**src/rtl/bit_serializer.sv**
```systemverilog
// MSB-first parallel-to-serial converter with a programmable idle gap after each word.
// Define BIT_SERIALIZER_PARITY_EN to append an even-parity bit after the data bits.
module bit_serializer #(
    parameter int unsigned WIDTH = 8,
    parameter int unsigned GAP   = 2
) (
    input  logic             clk,
    input  logic             reset,
    input  logic [WIDTH-1:0] data_in,
    input  logic             load_valid,
    output logic             load_ready,
    output logic             serial_out,
    output logic             serial_valid,
    output logic             busy,
    output logic [7:0]       words_sent
);

    typedef enum logic [1:0] {
        StIdle   = 2'd0,
        StShift  = 2'd1,
        StGap    = 2'd2
`ifdef BIT_SERIALIZER_PARITY_EN
        ,
        StParity = 2'd3
`endif
    } state_e;

    state_e           state_q, state_d;
    logic [WIDTH-1:0] shreg_q, shreg_d;
    logic [5:0]       cnt_q, cnt_d;
    logic             out_q, out_d;
    logic             valid_q, valid_d;
    logic             busy_q, busy_d;
    logic [7:0]       words_q, words_d;
    logic             word_done;
`ifdef BIT_SERIALIZER_PARITY_EN
    logic             par_q, par_d;
`endif

    always_comb begin
        state_d   = state_q;
        shreg_d   = shreg_q;
        cnt_d     = cnt_q;
        out_d     = 1'b0;
        valid_d   = 1'b0;
        busy_d    = busy_q;
        words_d   = words_q;
        word_done = 1'b0;
`ifdef BIT_SERIALIZER_PARITY_EN
        par_d     = par_q;
`endif
        case (state_q)
            StIdle: begin
                busy_d = 1'b0;
                if (load_valid) begin
                    // MSB goes out immediately; the remaining bits wait in the shifter
                    state_d = StShift;
                    shreg_d = data_in << 1;
                    out_d   = data_in[WIDTH-1];
                    valid_d = 1'b1;
                    busy_d  = 1'b1;
                    cnt_d   = 6'd1;
`ifdef BIT_SERIALIZER_PARITY_EN
                    par_d   = ^data_in;
`endif
                end
            end
            StShift: begin
                if (cnt_q == 6'(WIDTH)) begin
`ifdef BIT_SERIALIZER_PARITY_EN
                    state_d = StParity;
                    out_d   = par_q;
                    valid_d = 1'b1;
`else
                    word_done = 1'b1;
`endif
                end else begin
                    out_d   = shreg_q[WIDTH-1];
                    valid_d = 1'b1;
                    shreg_d = shreg_q << 1;
                    cnt_d   = cnt_q + 6'd1;
                end
            end
`ifdef BIT_SERIALIZER_PARITY_EN
            StParity: begin
                word_done = 1'b1;
            end
`endif
            StGap: begin
                if (cnt_q == 6'(GAP)) begin
                    state_d = StIdle;
                    busy_d  = 1'b0;
                    cnt_d   = 6'd0;
                end else begin
                    cnt_d = cnt_q + 6'd1;
                end
            end
            default: begin
                state_d = StIdle;
                shreg_d = '0;
                cnt_d   = 6'd0;
                busy_d  = 1'b0;
                words_d = 8'd0;
`ifdef BIT_SERIALIZER_PARITY_EN
                par_d   = 1'b0;
`endif
            end
        endcase

        // Final bit has just been shown: count the word and start the gap (if any)
        if (word_done) begin
            words_d = words_q + 8'd1;
            if (GAP == 0) begin
                state_d = StIdle;
                busy_d  = 1'b0;
                cnt_d   = 6'd0;
            end else begin
                state_d = StGap;
                busy_d  = 1'b1;
                cnt_d   = 6'd1;
            end
        end
    end

    always_ff @(posedge clk) begin
        if (!reset) begin
            state_q <= StIdle;
            shreg_q <= '0;
            cnt_q   <= 6'd0;
            out_q   <= 1'b0;
            valid_q <= 1'b0;
            busy_q  <= 1'b0;
            words_q <= 8'd0;
`ifdef BIT_SERIALIZER_PARITY_EN
            par_q   <= 1'b0;
`endif
        end else begin
            state_q <= state_d;
            shreg_q <= shreg_d;
            cnt_q   <= cnt_d;
            out_q   <= out_d;
            valid_q <= valid_d;
            busy_q  <= busy_d;
            words_q <= words_d;
`ifdef BIT_SERIALIZER_PARITY_EN
            par_q   <= par_d;
`endif
        end
    end

    assign load_ready   = (state_q == StIdle);
    assign serial_out   = out_q;
    assign serial_valid = valid_q;
    assign busy         = busy_q;
    assign words_sent   = words_q;

endmodule

```
**config.mk**
```make
export PLATFORM = sky130hd
export DESIGN_NAME = bit_serializer
export DESIGN_NICKNAME = d
export VERILOG_FILES = /design/src/rtl/bit_serializer.sv
export SDC_FILE = /design/constraint.sdc
export NUM_CORES = 1
export LEC_CHECK = 0
export CELL_PAD_IN_SITES_DETAIL_PLACEMENT = 1
export CELL_PAD_IN_SITES_GLOBAL_PLACEMENT = 2
export CORE_MARGIN = 1.5
export CORE_UTILIZATION = 31
export DETAILED_ROUTE_END_ITERATION = 8
export GPL_TIMING_DRIVEN = 0
export PLACE_DENSITY_LB_ADDON = 0.15
export SYNTH_ARGS = -nofsm -noshare
export SYNTH_HDL_FRONTEND = slang
export SYNTH_SLANG_ARGS = --single-unit
```
**constraint.sdc**
```tcl
create_clock -name clk -period 2.18 [get_ports clk]
set_input_delay 0.545 -clock clk [delete_from_list [all_inputs] [get_ports clk]]
set_output_delay 0.545 -clock clk [all_outputs]
set_load 0.03 [all_outputs]
```
## After elaboration in Yosys (flattened, before gate mapping)

Index checks and enable logic that the tools add are counted.

- Register bits: 27
- Bits in latches: 0
- RAM bits: 0
- Bits in read-only memories: 0
- Input bits: 11
- Output and inout port bits: 12
- Word-level logic and storage cells: 60
- Memories kept: 0

- Add/subtract/negate cells: 2
- $mul: 0
- Divide/modulo/power cells: 0
- Order comparisons: 0
- Eq/ne operators: 12
- Shift operators: 0
- Multiplexer cells: 25
- Bitwise logic cells: 3
- Reductions and logical operators: 9

Operator list:

| kind | number |
|---|---|
| 8-bit two-way mux | 4 |
| 8-bit case mux with 3 select lines | 1 |
| 6-bit two-way mux | 3 |
| 6-bit case mux with 3 select lines | 1 |
| 1-bit two-way mux | 9 |
| 3-bit AND reduction | 3 |
| 8-bit by 1-bit adder with 8-bit output, second input constant | 1 |
| 2-bit inequality test, second input constant | 4 |
| 6-bit by 1-bit adder with 6-bit output, second input constant | 1 |
| 6-bit by 2-bit == test with 1-bit output, second input constant | 1 |
| 6-bit by 4-bit == test with 1-bit output, second input constant | 1 |
| 2-bit two-way mux | 3 |
| 3-bit inequality test, second input constant | 2 |
| 2-bit case mux with 3 select lines | 1 |
| 2-bit AND reduction | 3 |
| 1-bit case mux with 2 select lines | 2 |
| 3-bit by 2-bit inequality test with 1-bit output, second input constant | 1 |
| 1-bit NOT | 3 |
| 1-bit case mux with 3 select lines | 1 |
| 3-bit OR reduction | 1 |
| 2-bit by 1-bit == test with 1-bit output, second input constant | 1 |
| 2-bit == test, second input constant | 1 |
| 2-bit zero test | 1 |
| 2-bit by 1-bit inequality test with 1-bit output, second input constant | 1 |
| 2-bit OR reduction | 1 |

## Longest topological paths before layout

Gate-level depths: netlist (run 1).

- Depth after elaboration: 5
- Gate-level depth with buffers: 7
- Mapped depth without buffers: 6

## Worst setup path after synthesis (run 1)

No wires, ideal clock.

- Path kind: reg2reg
- From: reg cnt_q[5]
- To: reg words_q[4] (netlist: words_sent[4])
- Library setup time: 73 ps
- Data arrival time: 1674 ps
- Data required time: 2107 ps
- Path slack: 433 ps
- Cell stages (with the launch flop): 7
- Buffers on the path: 2
- Period minus slack after synthesis: 1747 ps
- Cell sequence: dfxtp_1 -> or3_1 -> buf_2 -> or3_1 -> buf_2 -> o211a_1 -> nor3_2

- Cells in the longest elaborated chain, start to end: 4
- Elaborated cells on any way between the ends: 5
- Classes of those cells: eq/ne (2); mux (3)

Ends and longest elaborated chain:

| item | line | text |
|---|---|---|
| start: declaration | 30 | `logic [5:0] cnt_q, cnt_d;` |
| start signal: assignment | 140 | `cnt_q <= cnt_d;` |
| 6-bit by 4-bit == test with 1-bit output * | 69 | `if (cnt_q == 6'(WIDTH)) begin` |
| 1-bit two-way mux * | 69 |  |
| 1-bit two-way mux * | 52 | `case (state_q)` |
| 2-bit by 1-bit inequality test with 1-bit output (no line) or 8-bit two-way mux (tied branches) | n/a |  |
| end signal: assignment | 144 | `words_q <= words_d;` |
| end: declaration | 34 | `logic [7:0] words_q, words_d;` |

Mark *: on every way between the ends. The rest lies on a longest branch, timed or not.
A chain may end at the register's enable or synchronous reset.

## Worst setup path in the final report (run 1)

- From: reg state_q[0]
- To: out load_ready

- Cells in the longest elaborated chain, start to end: 1

Ends and longest elaborated chain:

| item | line | text |
|---|---|---|
| start: declaration | 28 | `state_e state_q, state_d;` |
| start signal: assignment | 127 | `state_q <= StIdle;` |
| start signal: assignment | 138 | `state_q <= state_d;` |
| 2-bit zero test | 151 | `assign load_ready = (state_q == StIdle);` |
| end: declaration | 11 | `output logic load_ready,` |

No other way between the ends.

==> results of run 1 <==
==> placed cells by master (no fill, tap or decap) <==
| master | instances |
|---|---|
| nor2_1 | 8 |
| o32ai_1 | 1 |
| mux2i_1 | 8 |
| a41oi_1 | 2 |
| nand3b_1 | 1 |
| inv_2 | 1 |
| and3_1 | 1 |
| nor4b_2 | 1 |
| o31ai_1 | 2 |
| o22ai_1 | 1 |
| inv_1 | 3 |
| nor3_1 | 2 |
| dfxtp_1 | 26 |
| nand2_1 | 28 |
| ha_1 | 4 |
| clkbuf_8 | 3 |
| nand2b_1 | 3 |
| o211a_1 | 4 |
| a31oi_1 | 3 |
| o32ai_2 | 1 |
| or3_1 | 2 |
| xnor2_1 | 1 |
| clkbuf_1 | 5 |
| buf_2 | 3 |
| a21oi_1 | 7 |
| nor3_2 | 3 |
| clkdlybuf4s50_1 | 21 |
| nand4b_1 | 2 |
| nand4_1 | 3 |
| nor2_2 | 1 |
| mux2_2 | 7 |
| and2_1 | 1 |
| nor3_4 | 1 |
| nand3_1 | 12 |
| o32a_1 | 1 |
| a2111oi_0 | 2 |
| a22oi_1 | 1 |
| o21a_1 | 3 |
| dlygate4sd2_1 | 1 |
| o21ai_1 | 2 |
==> per-layer routing <==
layer	vias up	GRT usage (%)	routed length, microns
li1	623	-	-
met4	0	4.58	29
met2	14	25.1	1630
met3	2	2.19	74
met1	601	20.1	1730
met5	-	0	0
==> worst max-delay path by stage <==
stage,depth (start not counted),to
finish,3,load_ready
CTS,3,load_ready
floorplan,6,words_sent[4]$_SDFFE_PN0P_
global placement,4,cnt_q[5]$_SDFFE_PP0P_
global route,6,cnt_q[4]$_SDFFE_PP0P_
detailed placement,4,cnt_q[5]$_SDFFE_PP0P_
==> registers in the layout, indices dropped and copies added, names as in the netlist <==
name and flops:
serial_valid 1, words_sent 8, cnt_q 6, state_q 2, busy 1, shreg_q 7
serial_out 1
==> cell families after synthesis <==
family                   share of synthesized area, %
AND/OR/NAND/NOR                                  25.9
AO/OA/AOI/OAI                                    16.1
flip-flops                                       38.4
multiplexers                                     11.7
buffers and inverters                            3.60
adder cells (fa/ha/maj)                          3.69
XOR/XNOR                                        0.646
==> metrics by stage <==
stage,instance area (sq um),util (%)
floorplan,1360,-
global route,1700,41.2
detailed placement,1640,39.8
CTS,1680,40.9
global placement,1640,39.8
finish,1700,41.2
==> cells in the mapped netlist <==
cell type   n  area (sq um)
inv_2       1          3.75
o211a_1     4          40.0
xnor2_1     1          8.76
a41oi_1     2          17.5
nand3b_1    1          7.51
a2111oi_0   2          17.5
o21ai_1     2          10.0
o32ai_1     2          17.5
nor4b_2     1          15.0
o21a_1      3          22.5
mux2i_1     8          80.1
o31ai_1     2          15.0
mux2_2      7          78.8
nand3_1    12          60.1
ha_1        4          50.1
nor2_1      9          33.8
nand4b_1    2          17.5
clkbuf_1    5          18.8
a31oi_1     3          18.8
nand2b_1    3          18.8
inv_1       3          11.3
nand4_1     3          18.8
and3_1      1          6.26
a21oi_1     7          35.0
a22oi_1     1          7.51
nand2_1    28           105
nor3_2      4          40.0
or3_1       2          12.5
and2_1      1          6.26
dfxtp_1    26           521
nor3_1      2          10.0
o22ai_1     1          6.26
buf_2       3          15.0
o32a_1      1          10.0
==> power breakdown <==
| part | internal (mW) | switching, mW |
|---|---|---|
| clock | 0.124 | 0.156 |
| combinational | 0.0964 | 0.138 |
| sequential | 0.504 | 0.0161 |
| total | 0.725 | 0.310 |
==> final cells by class <==
cell class              count  area (sq um)
repair buffers             22           219
inverters                   4          15.0
plain buffers               8          33.8
multi-input cells         119           803
flip-flops and latches     26           520
well taps                  50          62.6
clock buffers               3          41.3
fillers                   510          2420
==> critical path: cells and delay by family, from the launching register on <==
kind / cells / cell delay [ps]
buffers and inverters: 2 / 800
DFF: 1 / 330
and+or+nand+nor: 1 / 130
==> repair_timing <==
action | CTS | global route
endpoints found under the setup margin | 1 | 1
setup buffers | 0 | 0
gates resized for setup | 2 | 2
==> flow_metrics.py, run 1 <==
metrics = {
    "min_path": {
        "min_to": "shreg_q[1]$_SDFFE_PN0P_",
        "holdCritStartpoint": "shreg_q[1]$_SDFFE_PN0P_",
        "min_path_cells": 2,
        "hp-class": "reg2reg",
    },
    "global_route": {
        "grt_overflow": 0,
        "grt_pass1_vias": 1246,
        "grt_start_max_net_pins": 14,
        "grt_pass1_wl_mm": 5.94,
        "grtUsageTotal_pct": 15.1,
        "grt_antenna_before_repair": 0,
    },
    "timing": {
        "hold_viol_final": 0,
        "max_freq_mhz": 481,
        "finalCritPeriodShare_pct": 95.4,
        "grt_setup_unrepaired": "false",
        "max-slew-margin-rel_pct": 61.8,
        "finalSetupTns_ps": 0,
        "worst_slew_pin_slew_ps": 568,
        "clock_skew_ps": 8.27,
        "slew_viol_final": 0,
        "whs_ps": 452,
        "min_period_ps": 2080,
        "setup_viol": 0,
        "final.setup.worst_slack_ps": 99.8,
    },
    "critical_path": {
        "r2r_cells": 6,
        "cp_max_fo": 10,
        "cp-startpoint": "state_q[0]$_SDFFE_PP0P_",
        "cp.arrival_ps": 1540,
        "cp-start-kind": "flop",
        "crit_slowest_cell": "clkbuf_1",
        "crit_chain": "clkbuf_1, nor2_2, dlygate4sd2_1",
        "critPathCaptureType": "primary output",
        "path_class": "reg2out",
        "rr_endpoint": "cnt_q[3]$_SDFFE_PP0P_",
        "cpPeakStageDelay_ps": 410,
        "regToRegSetupSlack_ps": 160,
        "r2r_start": "state_q[0]$_SDFFE_PP0P_",
        "cp.required_ps": 1630,
    },
    "placed_design": {
        "portBuffers": 22,
        "gp_congestion": 0.810,
        "dp_hpwl_mm": 2.53,
        "place_inst": 229,
        "place_ws_ps": -174,
    },
    "routing": {
        "antenna_left": 0,
        "wl_per_cell_microns": 14.9,
        "drt_pass1_iterations": 4,
        "drt-initial-drc-count": 65,
        "drt-total-wl_mm": 3.47,
        "drc": 0,
        "vias": 1240,
        "viasPerCell": 5.34,
    },
    "clocking": {
        "hold_buffers": 0,
        "cts.htree.levels": 1,
        "clkLatencyLatePin_ps": 270,
        "cts_root_buf": "clkbuf_8",
        "clk_path_buf_depth": 2,
        "clk_pin_slew_worst_paths_ps": 100,
        "numCtsBuffers": 3,
        "numClockSinks": 26,
        "cts_tree": "done",
    },
    "synthesis": {
        "syn_avg_cell_area_sq_um": 8.64,
        "synth_cell_types": 34,
        "yosys_warnings": 0,
        "synth_fp_nets": 172,
        "syn_inst": 157,
        "seq_area_frac_synth_pct": 38.4,
        "synth_area_sq_mm": 0.00136,
        "ys_ff_latch": 26,
    },
    "finish": {
        "layout-drive-gt1-share_pct": 11.5,
        "nNetsFinal": 199,
        "area_growth_pct": 25.0,
        "fin_cells": 232,
        "antennaDiodeCount": 0,
    },
    "floorplan": {
        "coreArea_sq_mm": 0.00412,
        "die_x_microns": 69.1,
        "dieHeight_microns": 69.1,
        "start_util_pct": 33.0,
        "fp-row-count": 23,
        "die_area_sq_mm": 0.00478,
        "num_io_pins": 23,
    },
    "flow_run": {
        "maxCapViolCount": 0,
    },
    "power_and_ir_drop": {
        "power_leakage_nw": 0.642,
        "pwr_density_cell_mw_per_mm2": 610,
        "power_mw": 1.03,
        "vdd_drop_max_uv": 270,
    },
    "outcome": {
        "status": "completed",
    },
}
No activity file was read; power rests on OpenSTA's default activity.
==> run 2, diff against run 1 <==
--- a/config.mk
+++ b/config.mk
@@ -11,7 +11,7 @@
 export CORE_UTILIZATION = 31
 export DETAILED_ROUTE_END_ITERATION = 8
 export GPL_TIMING_DRIVEN = 0
-export PLACE_DENSITY_LB_ADDON = 0.15
+export PLACE_DENSITY = 0.85
 export SYNTH_ARGS = -nofsm -noshare
 export SYNTH_HDL_FRONTEND = slang
 export SYNTH_SLANG_ARGS = --single-unit
==> flow_metrics.py, run 2 (synthesized netlist as in run 1, its figures left out) <==
metrics = {
    "timing": {
        "hold_viol_final": 0,
        "whs_ps": 457,
        "final.setup.worst_slack_ps": 145,
        "max-slew-margin-rel_pct": 38.8,
        "finalCritPeriodShare_pct": 93.3,
        "setup_viol": 0,
        "min_period_ps": 2030,
        "grt_setup_unrepaired": "false",
        "slew_viol_final": 0,
        "max_freq_mhz": 491,
        "worst_slew_pin_slew_ps": 915,
        "clock_skew_ps": 5.03,
    },
    "floorplan": {
        "coreArea_sq_mm": 0.00412,
        "num_io_pins": 23,
        "dieHeight_microns": 69.1,
        "die_area_sq_mm": 0.00478,
        "fp-row-count": 23,
        "die_x_microns": 69.1,
        "start_util_pct": 33.0,
    },
    "global_route": {
        "grt_antenna_before_repair": 0,
        "grtUsageTotal_pct": 15.5,
        "grt_pass1_wl_mm": 6.18,
        "grt_start_max_net_pins": 16,
        "grt_pass1_vias": 1318,
        "grt_overflow": 0,
    },
    "critical_path": {
        "cp-start-kind": "primary input",
        "cpPeakStageDelay_ps": 800,
        "crit_slowest_cell": "o32ai_1",
        "crit_chain": "clkdlybuf4s50_1, o32ai_1, a22oi_1, a21oi_1",
        "path_class": "in2reg",
        "cp.required_ps": 2390,
        "cp.arrival_ps": 2240,
        "cp_max_fo": 7,
        "critPathCaptureType": "flop",
    },
    "finish": {
        "final_area_sq_mm": 0.00171,
        "nNetsFinal": 199,
        "seq_area_sq_um": 520,
        "antennaDiodeCount": 0,
        "area_growth_pct": 26.3,
        "multi_input_area_sq_um": 790,
        "fin_cells": 233,
        "nFillCells": 519,
        "layout-drive-gt1-share_pct": 12.0,
        "final_common_cell": "nand2_1",
        "largest_reg_flops": 8,
        "mostFrequentLayoutCells": "28 x nand2_1, 26 x dfxtp_1, 21 x clkdlybuf4s50_1",
    },
    "power_and_ir_drop": {
        "power_leakage_nw": 0.656,
        "power_mw": 1.16,
        "pwr_density_cell_mw_per_mm2": 677,
        "vdd_drop_max_uv": 287,
    },
    "placed_design": {
        "portBuffers": 22,
        "place_ws_ps": -178,
        "placed_cell_area_sq_mm": 0.00164,
        "gp_congestion": 0.774,
        "dp_hpwl_mm": 2.54,
        "place_inst": 229,
    },
    "clocking": {
        "cts_tree": "done",
        "numCtsBuffers": 3,
        "hold_buffers": 0,
        "clkLatencyLatePin_ps": 270,
        "clk_path_buf_depth": 2,
        "clk_pin_slew_worst_paths_ps": 100,
        "cts_root_buf": "clkbuf_8",
        "numClockSinks": 26,
        "cts.htree.levels": 1,
    },
    "routing": {
        "drc": 0,
        "drt_pass1_iterations": 4,
        "vias": 1237,
        "viasPerCell": 5.31,
        "wl_per_cell_microns": 14.4,
        "drt-total-wl_mm": 3.35,
        "drt-initial-drc-count": 24,
        "antenna_left": 0,
    },
    "flow_run": {
        "maxCapViolCount": 0,
    },
    "outcome": {
        "status": "completed",
    },
    "min_path": {
        "hp-class": "reg2reg",
    },
}
run 2: cell types whose count changed in the layout (fill, tap and decap cells not counted):
cell       change
buf_1          +1
bufinv_16      +1
clkbuf_1       -2
clkbuf_2       +1
nor3_2         +1
nor3_4         -1
o32ai_1        +1
o32ai_2        -1
run 2: per-layer routing:
layer  vias to the layer above  wire length, microns  global-route usage [%]
li1                        627                     -                       -
met1                       585                  1590                    20.0
met2                        21                  1640                    26.7
met3                         4                    90                    2.19
met4                         0                    31                    4.58
met5                         -                     0                       0
run 2: area by class of cell:
| cell class | count | share of cell area [%] |
|---|---|---|
| repair buffers | 22 | 12.8 |
| clock buffers | 3 | 2.41 |
| flip-flops and latches | 26 | 30.4 |
| plain buffers | 8 | 2.05 |
| clock inverters | 1 | 1.75 |
| inverters | 4 | 0.877 |
| multi-input cells | 119 | 46.1 |
| well taps | 50 | 3.65 |
run 2: stage by stage:
step / utilization [%] / TNS [ps]
5_1_grt: 41.6 / 0
4_1_cts: 41.5 / 0
3_5_place_dp: 39.8 / -560
2_1_floorplan: - / 0
6_report: 41.6 / 0
3_3_place_gp: 39.8 / -126
run 2: final timing paths:
path / start / slack (ps) / cells past startpoint / endpoint
worst min register to register: shreg_q[1]$_SDFFE_PN0P_ / 460 / 2 / shreg_q[1]$_SDFFE_PN0P_
worst min-delay path: shreg_q[1]$_SDFFE_PN0P_ / 460 / 2 / shreg_q[1]$_SDFFE_PN0P_
worst max register to register: cnt_q[2]$_SDFFE_PP0P_ / 280 / 5 / words_sent[3]$_SDFFE_PN0P_
worst max-delay path: load_valid / 150 / 4 / cnt_q[5]$_SDFFE_PP0P_
run 2: power breakdown:
group | total [mW] | switching [mW] | internal, mW
Combinational | 0.231 | 0.136 | 0.0954
Clock | 0.408 | 0.162 | 0.246
Sequential | 0.520 | 0.0159 | 0.504
Total | 1.16 | 0.314 | 0.846
run 2: what timing repair did:
action / 4_1_cts / 5_1_grt
gates cloned: 0 / 0
buffers inserted: 0 / 0
resized for setup: 1 / 4
endpoints found under the setup margin: 1 / 1
run 2: critical path, delay by kind of cell:
family	cells	cell delay [ps]
AOI/OAI and AO/OA	3	1160
buffers and inverters	1	520
==> RTL edit 1: new RTL, config.mk and constraints of run 1 <==
Build with the macro `BIT_SERIALIZER_PARITY_EN` defined.
--- a/src/rtl/bit_serializer.sv
+++ b/src/rtl/bit_serializer.sv
@@ -1,5 +1,7 @@
 // MSB-first parallel-to-serial converter with a programmable idle gap after each word.
 // Define BIT_SERIALIZER_PARITY_EN to append an even-parity bit after the data bits.
+`define BIT_SERIALIZER_PARITY_EN
+
 module bit_serializer #(
     parameter int unsigned WIDTH = 8,
     parameter int unsigned GAP   = 2
Function: changed (Yosys sat finds a counterexample within 10 cycles, from zero or initial values and one cycle with reset low).
==> RTL edit 1 against run 1 <==
Sequential cell count grew 1; final area grew 6.6%; fmax grew 2.3%; wire length grew 11%; area after synthesis grew 8.1%; worst setup slack gained 0.046 ns.
Power is not compared: it rests on default switching activity, and its combinational part moved more than twofold at a synthesized area within 25%.
==> RTL edit 1: results (changes against run 1) <==
- Crit path launch type: register (unchanged)
- Status: complete, no violations (unchanged)
- Dpl cells: 243 (was 229)
- Min-delay worst type: register to register (unchanged)
- Worst skew pair latency: 0.27 ns (about the same)
- Highest cell delay on the worst timing path: 0.44 ns (was 0.41 ns)
- Vias in the first global route: 1339 (was 1246)
- CTS Buffer Depth: 2 (unchanged)
- Synth area leaders: dfxtp_1 (37%), ha_1 (7.7%), mux2i_1 (5.5%) (was dfxtp_1 (38%), nand2_1 (7.7%), mux2i_1 (5.9%))
- Routability cong.: 0.763 (was 0.810)
- TritonCTS Buffers: 3 (unchanged)
- HPWL after DPL: 2890 um (was 2530 um)
- Total Nets Final: 217 (was 199)
- Initial DRC Count: 63 (was 65)
- Root buf cell: clkbuf_8 (unchanged)
- Post-synthesis cell type count: 35 (was 34)
- Hold path start: shreg_q[1] (unchanged)
- Power per cell area: 1000 nW/um^2
- Total GRT Usage: 0.154 (was 0.151)
- H-tree levels: 1 (unchanged)
- Port Buffers: 21 (was 22)
- P_leak: 0.658 nW
- Crit path max-delay family: buffers and inverters (unchanged)
- Initial antenna violation count: 0 (unchanged)
- RR Startpoint: state_q[1] (was state_q[0])
- Clock Skews: 0.00926 ns (was 0.00827 ns)
- Synth async-reset ratio: 0 (unchanged)
- CP Max Fanout: 10 (unchanged)
- Sequential area share after synthesis: 0.369 (was 0.384)
- Routed WL: 3860 um (was 3470 um)
- First-pass GRT wire length: 6420 um (was 5940 um)
- Yosys warns: 0 (unchanged)
- Post-DR wirelength/cell: 15.6 um (was 14.9 um)
- Combinational power: 0.856 mW
- Largest net degree at the start of global routing: 16 (was 14)
- P_sw: 0.747 mW
- Worst vdd ir: 0.348 mV
- Max reg flops: 8 (unchanged)
- Critical Path AT: 2.22 ns (was 1.54 ns)
- Commonest register cell after synthesis: dfxtp_1 (unchanged)
- Commonest cells in the netlist: dfxtp_1 (27), nor2_1 (15), o21ai_0 (13) (was nand2_1 (28), dfxtp_1 (26), nand3_1 (12))
- Synthesized Nets: 190 (was 172)
- Seq. pwr: 0.670 mW
- Critical path's slowest cell: dfxtp_1 (was clkbuf_1)
- Fill count: 538 (was 510)
- Rel. slew slack: 0.583 (was 0.618)
- Ant diodes: 0 (unchanged)
- Ratio of cells with drive above 1 in the final layout: 0.0510 (was 0.115)
- Syn Area/Cell: 8.63 sq um (was 8.64 sq um)
- Routed vias/inst: 5.32 (was 5.34)
- Router iterations before antenna repair: 4 (unchanged)
RTL edit 1: metal layers:
layer,wire length [um],up-vias,track usage
li1,-,664,-
met1,1870,639,0.207
met5,0,-,0
met2,1890,14,0.265
met4,19,0,0.0314
met3,83,2,0.0211
RTL edit 1: kinds of logic (layout without fill, tap and decap cells):
group           Yosys count  after routing  share of synthesized area
flops                    27             27                      0.369
compound gates           45             45                      0.200
xor+xnor                 12             12                     0.0717
buf+inv                  15             41                     0.0410
fa+ha+maj                 9              9                     0.0768
mux                       8              8                     0.0546
simple gates             54             54                      0.188
RTL edit 1: repair_timing:
action,CTS,global route
gates resized for setup,2,2
setup endpoints to repair,3,8
pin swaps,0,1
setup buffers,0,1
RTL edit 1: final cells by class:
type,count,area (sq um),area share
Tap cell,52,65.1,0.0360
Buffer,7,32.5,0.0180
Clock inverter,1,5.00,0.00277
Multi-Input combinational cell,128,877,0.485
Inverter,8,30.0,0.0166
Sequential cell,27,541,0.299
Timing Repair Buffer,22,216,0.120
Clock buffer,3,41.3,0.0228
RTL edit 1: stage by stage:
step	util	area [sq um]	setup slack, ns
detailed placement	0.392	1740	-0.0720
finish	0.407	1810	0.146
global placement	0.392	1740	-0.0114
floorplan	-	1470	0.351
CTS	0.404	1790	0.0151
global route	0.407	1810	-0.000830
RTL edit 1: final timing paths:
| path | end | slack, ns | depth (start not counted) |
|---|---|---|---|
| hold / removal | shreg_q[1] | 0.50 | 2 |
| setup reg to reg | shreg_q[5] | 0.15 | 8 |
| hold reg to reg | shreg_q[1] | 0.50 | 2 |
| setup / recovery | shreg_q[5] | 0.15 | 8 |
==> RTL edit 2: new RTL, config.mk and constraints of run 1 <==
Made on the original files. Take the reset off `shreg_q` and `words_q` and load them in a clocked block of their own.
--- a/src/rtl/bit_serializer.sv
+++ b/src/rtl/bit_serializer.sv
@@ -125,27 +125,28 @@
     always_ff @(posedge clk) begin
         if (!reset) begin
             state_q <= StIdle;
-            shreg_q <= '0;
             cnt_q   <= 6'd0;
             out_q   <= 1'b0;
             valid_q <= 1'b0;
             busy_q  <= 1'b0;
-            words_q <= 8'd0;
 `ifdef BIT_SERIALIZER_PARITY_EN
             par_q   <= 1'b0;
 `endif
         end else begin
             state_q <= state_d;
-            shreg_q <= shreg_d;
             cnt_q   <= cnt_d;
             out_q   <= out_d;
             valid_q <= valid_d;
             busy_q  <= busy_d;
-            words_q <= words_d;
 `ifdef BIT_SERIALIZER_PARITY_EN
             par_q   <= par_d;
 `endif
         end
+    end
+
+    always_ff @(posedge clk) begin
+        shreg_q <= shreg_d;
+        words_q <= words_d;
     end
 
     assign load_ready   = (state_q == StIdle);
Function: differs if reset is asserted again (counterexample within 10 cycles, from zero or initial values and one cycle with reset low); with reset held inactive, the same outputs for 10 cycles.
==> RTL edit 2 against run 1 <==
Sequential share of layout area grew 9.6 points; final area shrank 1.8%; sequential cell count is the same; register-to-register slack gained 0.08 ns; highest routed layer unchanged; clock power shrank 3%; wire length shrank 17%; combinational power shrank 47%; sequential power grew 5.6%; non-clock buffer count shrank 1; area after synthesis shrank 2.9%; worst setup slack gained 0.014 ns; power shrank 8.6%.
==> RTL edit 2: results (changes against run 1) <==
- Non-clk buf share: 0.159 (was 0.149)
- Metal-1 WL: 1390 um (was 1730 um)
- Length of routed met3 wiring: 77 um (was 74 um)
- Post-DR wirelength/cell: 14.3 um (was 14.9 um)
- Root buf cell: clkbuf_8 (unchanged)
- Sequential cell area share: 0.403 (was 0.307)
- HPWL after DPL: 2180 um (was 2530 um)
- Post-synth EDFFs: 15 (was 0)
- Commonest cells in the netlist: nor2_1 (24), edfxtp_1 (15), dfxtp_1 (11) (was nand2_1 (28), dfxtp_1 (26), nand3_1 (12))
- Initial DRC Count: 20 (was 65)
- Non-clk bufs: 29 (was 30)
- Clock-cell share: 0.0270 (was 0.0244)
- Vias in the first global route: 1025 (was 1246)
- Critical Path AT: 1.52 ns (was 1.54 ns)
- Met2 Routed Length: 1380 um (was 1630 um)
- Crit path max-delay family: buffers and inverters (unchanged)
- Status: complete, no violations (unchanged)
- Die Span X: 68.2 um (was 69.1 um)
- R2R setup slack: 0.24 ns (was 0.16 ns)
- Worst-margin pin slew: 0.658 ns (was 0.568 ns)
- Clock Skews: 0.00447 ns (was 0.00827 ns)
- Critical path's slowest cell: dlygate4sd2_1 (was clkbuf_1)
- GR met3 Demand/Resource: 0.0197 (was 0.0219)
- Ratio of cells with drive above 1 in the final layout: 0.113 (was 0.115)
- Total Nets Final: 167 (was 199)
- Pre-CTS setup slack: -0.450 ns (was -0.174 ns)
- Commonest register cell after synthesis: edfxtp_1 (was dfxtp_1)
- Non-Filler Instances: 201 (was 232)
- FF-to-FF End: words_sent[3] (was cnt_q[3])
- Non-clock inverters: 5 (was 4)
- DP Area: 1600 sq um (was 1640 sq um)
- Largest net degree at the start of global routing: 15 (was 14)
- Multi-input gate area: 604 sq um (was 803 sq um)
- Worst vdd ir: 0.234 mV (was 0.270 mV)
- Final Critical Period: 2.07 ns (was 2.08 ns)
- Routability cong.: 0.696 (was 0.810)
- Synthesized Nets: 138 (was 172)
- Highest cell delay on the worst timing path: 0.45 ns (was 0.41 ns)
- P_sw: 0.220 mW (was 0.310 mW)
- RR Startpoint: cnt_q[0] (was state_q[0])
- Combinational power: 0.125 mW (was 0.235 mW)
- Comb_multi_in: 87 (was 119)
- Total number of vias: 984 (was 1240)
- R2R depth: 5 (was 6)
- Met1 Resource Use GR: 0.199 (was 0.201)
- P_leak: 0.601 nW (was 0.642 nW)
- Worst Setup SP: state_q[1] (was state_q[0])
- Synth area leaders: edfxtp_1 (34%), dfxtp_1 (17%), nor2_1 (6.8%) (was dfxtp_1 (38%), nand2_1 (7.7%), mux2i_1 (5.9%))
- Seq. pwr: 0.549 mW (was 0.520 mW)
## RTL edit 2: worst min path at each step
| stage | end | slack, ns | from | cells after the start |
|---|---|---|---|---|
| floorplan | cnt_q[1] | 0.48 | cnt_q[1] | 2 |
| global placement | busy | 0.48 | busy | 1 |
| detailed placement | busy | 0.49 | busy | 1 |
| CTS | busy | 0.52 | busy | 1 |
| global route | busy | 0.54 | busy | 1 |
| finish | busy | 0.51 | busy | 1 |
## RTL edit 2: timing repair
action | 4_1_cts | 5_1_grt
setup endpoints to repair | 9 | 8
setup buffers | 0 | 2
resized for setup | 3 | 1
pin swaps | 0 | 0
## RTL edit 2: kinds of logic after synthesis
| group | after synthesis | share of synthesized area |
|---|---|---|
| adders and majority gates | 4 | 0.0380 |
| and+or+nand+nor | 49 | 0.182 |
| DFF | 26 | 0.509 |
| xor gates and xnor gates | 10 | 0.0665 |
| AOI/OAI and AO/OA | 18 | 0.122 |
| buffers and inverters | 10 | 0.0370 |
| muxes | 6 | 0.0456 |
